<file path="config.mk">
export PLATFORM = sky130hd
export DESIGN_NAME = res_packer
export DESIGN_NICKNAME = d
export VERILOG_FILES = /design/src/rtl/res_packer.sv
export SDC_FILE = /design/constraint.sdc
export NUM_CORES = 1
export LEC_CHECK = 0
export ABC_CLOCK_PERIOD_IN_PS = 2700
export CAP_MARGIN = 30
export CORE_UTILIZATION = 30
export DETAILED_ROUTE_END_ITERATION = 16
export PLACE_DENSITY_LB_ADDON = 0.25
export SLEW_MARGIN = 30
export SYNTH_ARGS = -nofsm -noshare
export SYNTH_HDL_FRONTEND = slang
export SYNTH_SLANG_ARGS = --single-unit
</file>
<file path="constraint.sdc">
create_clock -name clk_i -period 2.7 [get_ports clk_i]
set_input_delay 0.405 -clock clk_i [delete_from_list [all_inputs] [get_ports clk_i]]
set_output_delay 0.405 -clock clk_i [all_outputs]
set_load 0.01 [all_outputs]
</file>
<file path="src/rtl/res_packer.sv">
// res_packer: collects the adder result stream, packs bytes LSB-first into
// 32-bit words, tracks per-packet byte count and 16-bit checksum, and
// buffers packed words in a small FIFO for the software-side drain.
module res_packer #(
    parameter int unsigned PKT_BYTES  = 512,
    parameter int unsigned FIFO_DEPTH = 16
) (
    input  logic        clk_i,
    input  logic        reset_i,
    input  logic [7:0]  res_i,
    input  logic        res_vld_i,
    input  logic        word_rdy_i,
    output logic [31:0] word_o,
    output logic        word_vld_o,
    output logic        pkt_done_o,
    output logic [15:0] pkt_sum_o,
    output logic [15:0] byte_cnt_o,
    output logic        overflow_o
);

    localparam int unsigned AW       = $clog2(FIFO_DEPTH);
    localparam logic [15:0] LAST_IDX = 16'(PKT_BYTES - 1);
    localparam logic [AW:0] FULL_CNT = (AW + 1)'(FIFO_DEPTH);

    localparam logic [0:0] ST_IDLE    = 1'b0;
    localparam logic [0:0] ST_COLLECT = 1'b1;

    logic [0:0]    state_q, state_d;
    logic [15:0]   byte_cnt_q, byte_cnt_d;
    logic [31:0]   pack_q, pack_d;
    logic [15:0]   run_sum_q, run_sum_d;
    logic [15:0]   pkt_sum_q, pkt_sum_d;
    logic          pkt_done_q, pkt_done_d;
    logic          overflow_q, overflow_d;
    logic [AW-1:0] wr_ptr_q, wr_ptr_d;
    logic [AW-1:0] rd_ptr_q, rd_ptr_d;
    logic [AW:0]   count_q, count_d;
    logic [31:0]   mem_q [FIFO_DEPTH];

    logic [1:0]    lane;
    logic [15:0]   sum_inc;
    logic          is_last;
    logic          push;
    logic          pop;
    logic          full;
    logic          push_ok;

    // Byte acceptance: lane write, counting, checksum and packet completion
    always_comb begin
        lane       = byte_cnt_q[1:0];
        sum_inc    = run_sum_q + {8'd0, res_i};
        is_last    = res_vld_i && (byte_cnt_q == LAST_IDX);
        push       = res_vld_i && (lane == 2'd3);
        pack_d     = pack_q;
        byte_cnt_d = byte_cnt_q;
        run_sum_d  = run_sum_q;
        pkt_sum_d  = pkt_sum_q;
        pkt_done_d = 1'b0;
        if (res_vld_i) begin
            pack_d[{lane, 3'b000} +: 8] = res_i;
            if (is_last) begin
                byte_cnt_d = '0;
                run_sum_d  = '0;
                pkt_sum_d  = sum_inc;
                pkt_done_d = 1'b1;
            end else begin
                byte_cnt_d = byte_cnt_q + 16'd1;
                run_sum_d  = sum_inc;
            end
        end
    end

    // Packet FSM: opens on the first valid byte, closes on the last one
    always_comb begin
        state_d = state_q;
        case (state_q)
            ST_IDLE:    if (res_vld_i) state_d = ST_COLLECT;
            ST_COLLECT: if (is_last)   state_d = ST_IDLE;
            default:    state_d = ST_IDLE;
        endcase
    end

    // FIFO control; a push into a full FIFO still succeeds if the head pops
    always_comb begin
        full       = (count_q == FULL_CNT);
        pop        = word_rdy_i && (count_q != '0);
        push_ok    = push && (!full || pop);
        overflow_d = overflow_q || (push && full && !pop);
        wr_ptr_d   = push_ok ? wr_ptr_q + 1'b1 : wr_ptr_q;
        rd_ptr_d   = pop     ? rd_ptr_q + 1'b1 : rd_ptr_q;
        count_d    = count_q;
        if (push_ok && !pop) count_d = count_q + 1'b1;
        if (!push_ok && pop) count_d = count_q - 1'b1;
    end

    // State registers, cleared asynchronously
    always_ff @(posedge clk_i or posedge reset_i) begin
        if (reset_i) begin
            state_q    <= ST_IDLE;
            byte_cnt_q <= '0;
            pack_q     <= '0;
            run_sum_q  <= '0;
            pkt_sum_q  <= '0;
            pkt_done_q <= 1'b0;
            overflow_q <= 1'b0;
            wr_ptr_q   <= '0;
            rd_ptr_q   <= '0;
            count_q    <= '0;
        end else begin
            state_q    <= state_d;
            byte_cnt_q <= byte_cnt_d;
            pack_q     <= pack_d;
            run_sum_q  <= run_sum_d;
            pkt_sum_q  <= pkt_sum_d;
            pkt_done_q <= pkt_done_d;
            overflow_q <= overflow_d;
            wr_ptr_q   <= wr_ptr_d;
            rd_ptr_q   <= rd_ptr_d;
            count_q    <= count_d;
        end
    end

    // FIFO storage; contents are masked by the empty flag, so no reset needed
    always_ff @(posedge clk_i) begin
        if (push_ok) mem_q[wr_ptr_q] <= pack_d;
    end

    assign word_vld_o = (count_q != '0);
    assign word_o     = word_vld_o ? mem_q[rd_ptr_q] : '0;
    assign pkt_done_o = pkt_done_q;
    assign pkt_sum_o  = pkt_sum_q;
    assign byte_cnt_o = byte_cnt_q;
    assign overflow_o = overflow_q;

endmodule

</file>
==> results of run 1 <==
[Yosys cell counts, drive strengths merged (5+ instances only)]
cell / count
nor2: 16
a21o: 5
ha: 20
a22o: 32
o21ai: 26
or4: 5
inv: 19
xor2: 14
edfxtp: 512
a31oi: 7
nor3: 7
a21oi: 10
and2: 52
clkbuf: 30
dfrtp: 95
mux4: 160
nand2: 47
nand4: 8
and3: 8
buf: 26
xnor2: 22
nand3: 16
[per-stage QoR]
step / util, % / std cells
6_report: 38.7 / 2554
5_1_grt: 38.7 / 2554
4_1_cts: 38.7 / 2553
3_5_place_dp: 35.1 / 2391
3_3_place_gp: 35.1 / 2391
2_1_floorplan: - / 1181
[worst max-delay path by stage]
stage / cells after the start / to / slack, ns
5_1_grt: 8 / word_o[18] / -0.66
6_report: 8 / word_o[18] / -0.59
2_1_floorplan: 8 / mem_q[12][0]$_DFFE_PP_ / 0.07
3_3_place_gp: 6 / word_o[9] / -0.24
3_5_place_dp: 6 / word_o[9] / -0.24
4_1_cts: 7 / word_o[14] / -0.66
[registers in the layout, summed over array words and instances, names as in the netlist]
signal      cells
rd_ptr_q        4
count_q         5
mem_q         512
pkt_done_o      1
pack_q         32
overflow_o      1
byte_cnt_o     16
pkt_sum_o      16
wr_ptr_q        4
run_sum_q      16
[where the power goes]
| group | switching, W | internal [W] | leakage (nW) | total (W) |
|---|---|---|---|---|
| clock network | 0.00378 | 0.00521 | 1.05 | 0.00899 |
| logic | 0.00501 | 0.00635 | 3.67 | 0.0114 |
| registers | 0.000367 | 0.0113 | 5.94 | 0.0117 |
| total | 0.00915 | 0.0228 | 10.7 | 0.0320 |
[final cells by class]
| class | instances | area, sq um | share of cell area, % |
|---|---|---|---|
| timing repair buffer | 254 | 3220 | 10.5 |
| clock buffer | 89 | 1860 | 6.09 |
| inverter | 19 | 80.1 | 0.262 |
| tap | 1050 | 1310 | 4.30 |
| multi-input combinational | 499 | 6020 | 19.7 |
| antenna | 1 | 2.50 | 0.00818 |
| clock inverter | 35 | 320 | 1.05 |
| sequential | 607 | 17800 | 58.1 |
[what timing repair did]
item / in CTS / in global routing
gates cloned: 10 / 0
endpoints found under the hold margin: 0 / 0
resized for setup: 208 / 41
buffers inserted: 28 / 10
hold buffers: 0 / 0
pin swaps: 24 / 6
endpoints found under the setup margin: 33 / 116
[kinds of logic (layout without fill, tap and decap cells)]
| logic type | Yosys count | after routing | synth area share [%] |
|---|---|---|---|
| fa+ha+maj | 21 | 21 | 1.13 |
| flops | 607 | 607 | 74.0 |
| other cells | 0 | 1 | 0 |
| buf+inv | 75 | 397 | 1.35 |
| simple gates | 178 | 178 | 4.06 |
| mux | 164 | 164 | 15.2 |
| xor+xnor | 36 | 36 | 1.31 |
| compound gates | 100 | 100 | 2.94 |
[layer usage]
layer  GRT usage (%)  share of wire (%)  up-vias
li1                -                  -     5364
met1            21.0                 44     6630
met2            25.0                 49      300
met3            3.03                4.8       70
met4            3.87                1.7        0
met5               0                  0        -
[worst max-delay path, delay by kind of cell, from the launching register on]
kind / cells / cell delay [ns]
mux: 2 / 0.93
flops: 1 / 0.51
simple gates: 1 / 0.17
buf+inv: 5 / 0.66
==> summary.txt, run 1 <==
STA
  – Rel. slew slack: 60.4%
  – Hold WS: 0.213 ns
  – Fmax: 304 MHz
  – Min Clock Period, post-route: 3.29 ns
  – Setup-failing EPs final: 32
  – Slew Limit Fails: 0
  – Final Hold Fails: 0
  – Clk_skew: 0.0276 ns
  – Setup tns final: -15.14 ns
  – Final setup margin: -0.589 ns
  – Slew @ Worst Pin: 0.593 ns
  – RSZ-0062 raised after global routing: yes
  – Tcrit/Tclk final: 122%

Final layout
  – Final-stage net count: 1,483
  – Fillcell total: 7,114
  – Area delta synth->final: 27.5%
  – Commonest non-fill, non-tap cell in the layout: edfxtp_1
  – Final instance area: 0.0306 sq mm
  – Share of cells above drive strength 1: 35.3%
  – Most frequent cells in the layout: edfxtp_1, mux4_2, dfrtp_1

Detailed routing
  – Antenna-violating nets left: 0
  – Routed len/inst: 23.9 microns
  – Drt total wl: 61,000 microns
  – DR pass1 iterations: 5
  – Vias per cell: 4.84
  – Initial DRC Count: 849
  – DRC Markers: 0
  – Via count: 12,400

Worst hold path
  – HP Class: input port to async pin

Floorplanning
  – IO Pins: 79
  – Num rows: 103
  – Initial core utilization: 30.4%
  – Core Region: 0.0790 sq mm
  – Die Ht: 285 microns
  – Die area: 0.0811 sq mm
  – Die W: 285 microns

Critical path
  – Crit path cell chain: buf_12, buf_12, buf_8, buf_12, mux4_2, mux4_2, and2_4, buf_6
  – Crit-path slowest cell: mux4_2
  – Crit path top cell by count: buf_12
  – CP arrival: 2.88 ns
  – End of the worst register-to-register path: mem_q[3][30]$_DFFE_PP_
  – R2R setup slack: 0.06 ns
  – Crit path kind: flop to output port
  – Depth of the worst register-to-register path: 7
  – CP Launch Point: rd_ptr_q[0]$_DFFE_PP0P_
  – Reg-to-reg startpoint: count_q[2]$_DFFE_PP0P_
  – Crit end category: output port
  – CP Data Required Time: 2.30 ns
  – CP Max Fanout: 8
  – Crit-path max cell delay: 0.52 ns
  – Startpoint Class: flop

Synthesis
  – Number of synthesized flops with an enable pin: 512
  – Main synth FF type: edfxtp_1
  – Syn Nets: 1,214
  – Post-synthesis cell type count: 55
  – Synth warn: 0
  – Synth top area share: 64.1%
  – Post-Syn Instances: 1,181
  – Asr flop ratio synth: 15.7%
  – Seq/Total Area, Yosys: 74.0%
  – Synth top area cells: edfxtp_1, mux4_2, dfrtp_1
  – Cell taking the most area after synthesis: edfxtp_1
  – Synthesized area: 0.0240 sq mm
  – #FFs+latches synth: 607
  – Synth Area per Inst: 20.3 sq um

Clock tree
  – H-tree depth: 3
  – TritonCTS clock tree: done
  – CTS Buffer Depth: 3
  – Inserted Clock Buffers: 69
  – Root Buffer: clkbuf_16
  – Reg clk slew, reported paths: 0.06 ns
  – Clock tree sinks: 607
  – Clock insertion delay at the later pin of the skew report: 0.61 ns

Outcome
  – Status: finished with violations
  – Failing checks: setup timing

Placed design
  – Pre-CTS WS: -0.239 ns
  – PortBufs: 78
  – RD Place Congestion: 0.740
  – HPWL Detailed: 35,900 microns
  – Placed cell area: 0.0277 sq mm

Pwr
  – P_leak: 10.7 nW
  – Final Power: 0.0320 W
  – PwrDens: 1050 mW/mm^2
  – Worst vdd ir: 466 uV

Global route
  – First-pass GRT wire length: 90,500 microns
  – GRT Util Overall: 15.3%
  – Antenna violations before repair: 1
  – Largest net degree at the start of global routing: 42
  – Vias in the first global route: 13,300
  – Gr ovfl total: 0

Run
  – Max-cap violations: 0
Power figures use the tool's default switching activity.
==> inputs of run 2 (changes only) <==
- ABC_CLOCK_PERIOD_IN_PS: 2700 -> 3700
- clock period: 2.7 -> 3.7 ns (I/O delays scaled with it)
==> run 2 against run 1 <==
Clock skew down 0.0065 ns. Highest routed layer unchanged. Global-route usage down 0.34 points. Final area down 4.7%. Sequential share of layout area up 2.9 points. Die area unchanged. Combinational power down 40%. Routed wire length down 1.4%. Cell count down 3.6%. Count of clock-buffer cells in the layout down 1. Largest cell class unchanged. Non-clock buffer count down 92. The flow now finishes without violations. Total power down 31%. Hold slack better by 0.17 ns.
==> summary.txt, run 2 (synthesis results as in run 1) <==
Pwr
  – Worst vdd ir: 349 uV
  – PwrDens: 754 mW/mm^2
  – P_leak: 9.96 nW

Final layout
  – Area delta synth->final: 21.5%
  – Largest register FFs: 512
  – Fillcell total: 7,169
  – Antenna cell count: 0
  – Commonest non-fill, non-tap cell in the layout: edfxtp_1
  – Util after Layout: 36.9%
  – Final-stage net count: 1,391
  – Share of cells above drive strength 1: 26.3%
  – Most frequent cells in the layout: edfxtp_1, mux4_2, dfrtp_1
  – Largest registers: mem_q (512), pack_q (32)
  – Largest Register: mem_q

STA
  – Setup tns final: 0 ns
  – Final setup margin: 0.0821 ns
  – Setup-failing EPs final: 0
  – Fmax: 276 MHz
  – Rel. slew slack: 51.0%
  – Slew Limit Fails: 0
  – Clk_skew: 0.0211 ns
  – Tcrit/Tclk final: 97.8%
  – Min Clock Period, post-route: 3.62 ns
  – Slew @ Worst Pin: 0.734 ns
  – Final Hold Fails: 0

Critical path
  – Depth of the worst register-to-register path: 6
  – Worst setup endpoint: word_o[4]
  – R2R setup slack: 0.79 ns
  – Crit end category: output port
  – CP Max Fanout: 13
  – CP Data Required Time: 3.14 ns
  – CP arrival: 3.06 ns
  – End of the worst register-to-register path: mem_q[12][8]$_DFFE_PP_
  – Crit path kind: flop to output port
  – Reg-to-reg startpoint: count_q[1]$_DFFE_PP0P_
  – Startpoint Class: flop
  – CP Launch Point: rd_ptr_q[0]$_DFFE_PP0P_

Clock tree
  – TritonCTS clock tree: done
  – Reg clk slew, reported paths: 0.06 ns
  – Root Buffer: clkbuf_16
  – Hold Buf Count CTS: 0
  – CTS Buffer Depth: 3
  – Clock tree sinks: 607
  – Inserted Clock Buffers: 69
  – Clock insertion delay at the later pin of the skew report: 0.61 ns
  – H-tree depth: 3

Worst hold path
  – HP Class: input port to async pin

Global route
  – First-pass GRT wire length: 88,300 microns
  – Busiest grt layer: met2
  – GRT Util Overall: 15.0%
  – Grt met3 use: 2.86%
  – Grt met1 use: 20.8%
  – Largest net degree at the start of global routing: 42
  – Vias in the first global route: 12,600
  – Met2 Resource Use GR: 24.3%
  – Gr ovfl total: 0
  – Antenna violations before repair: 1

Detailed routing
  – Initial DRC Count: 1,062
  – Drt total wl: 60,200 microns
  – DRC Markers: 0
  – DR pass1 iterations: 5
  – Routed len/inst: 24.4 microns
  – Via count: 12,100
  – Antenna-violating nets left: 0
  – Vias per cell: 4.90

Floorplanning
  – IO Pins: 79
  – Die W: 285 microns
  – Initial core utilization: 30.4%
  – Die area: 0.0811 sq mm
  – Core Region: 0.0790 sq mm
  – Die Ht: 285 microns
  – Num rows: 103

Placed design
  – HPWL Detailed: 34,400 microns
  – Pre-CTS WS: 0.462 ns
  – PortBufs: 78
  – RD Place Congestion: 0.759

Outcome
  – Status: finished clean

Run
  – Max-cap violations: 0
-- run 2: cell count changes in the layout (fill, tap and decap cells not counted), moves of 7 or more --
cell | previous run | this run
buf_12 | 72 | 28
clkdlybuf4s50_1 | 45 | 55
dlygate4sd2_1 | 0 | 20
and2_4 | 36 | 1
and2_1 | 6 | 35
buf_6 | 42 | 1
clkinv_1 | 10 | 17
buf_4 | 79 | 48
-- run 2: power by group --
| group | internal [W] | switching, W | total, W |
|---|---|---|---|
| clock | 0.00388 | 0.00269 | 0.00658 |
| combinational | 0.00353 | 0.00329 | 0.00682 |
| sequential | 0.00825 | 0.000335 | 0.00858 |
| total | 0.0157 | 0.00632 | 0.0220 |
-- run 2: what timing repair did --
action | 4_1_cts | 5_1_grt
setup endpoints to repair | 32 | 8
setup buffers | 5 | 8
resized for setup | 31 | 4
gates cloned | 2 | 1
-- run 2: stage by stage --
step / total power (W) / instances / instance area (sq um) / hold slack (ns)
after floorplan: 0.0128 / 1181 / 24000 / 0.502
after global placement: 0.0154 / 2321 / 26700 / 0.461
after detailed placement: 0.0155 / 2321 / 26700 / 0.466
after CTS: 0.0222 / 2454 / 29000 / 0.382
after global routing: 0.0230 / 2463 / 29100 / 0.413
final: 0.0220 / 2463 / 29100 / 0.381
-- run 2: layout make-up --
class	instances	area [sq um]	share of cell area [%]
Sequential cell	607	17800	60.9
Multi-Input combinational cell	499	5930	20.3
Timing Repair Buffer	162	1890	6.47
Clock buffer	88	1880	6.46
Tap cell	1050	1310	4.51
Clock inverter	38	302	1.03
Inverter	19	73.8	0.253
-- run 2: layer usage --
layer  share of wire [%]  vias up  routed length, microns
met1                  45     6492                   27000
met4                 1.8        0                    1070
met5                   0        -                       0
li1                    -     5191                       -
met2                  48      320                   29100
met3                 5.0       69                    2990
-- run 2: worst min path at each step --
| stage | endpoint | slack, ns | depth (start not counted) |
|---|---|---|---|
| after floorplan | run_sum_q[2]$_DFFE_PP0P_ | 0.50 | 2 |
| after global placement | pkt_sum_o[4]$_DFFE_PP0P_ | 0.46 | 2 |
| after detailed placement | pkt_sum_o[1]$_DFFE_PP0P_ | 0.47 | 2 |
| after CTS | run_sum_q[0]$_DFFE_PP0P_ | 0.38 | 2 |
| after global routing | byte_cnt_o[11]$_DFFE_PP0P_ | 0.41 | 2 |
| final | byte_cnt_o[11]$_DFFE_PP0P_ | 0.38 | 2 |
-- run 2: critical path: stages (launching register included) --
cell	delay, ns
dfrtp_4	0.44
buf_12	0.16
buf_16	0.16
mux4_2	0.51
mux4_2	0.53
and2_1	0.18
clkdlybuf4s50_1	0.47
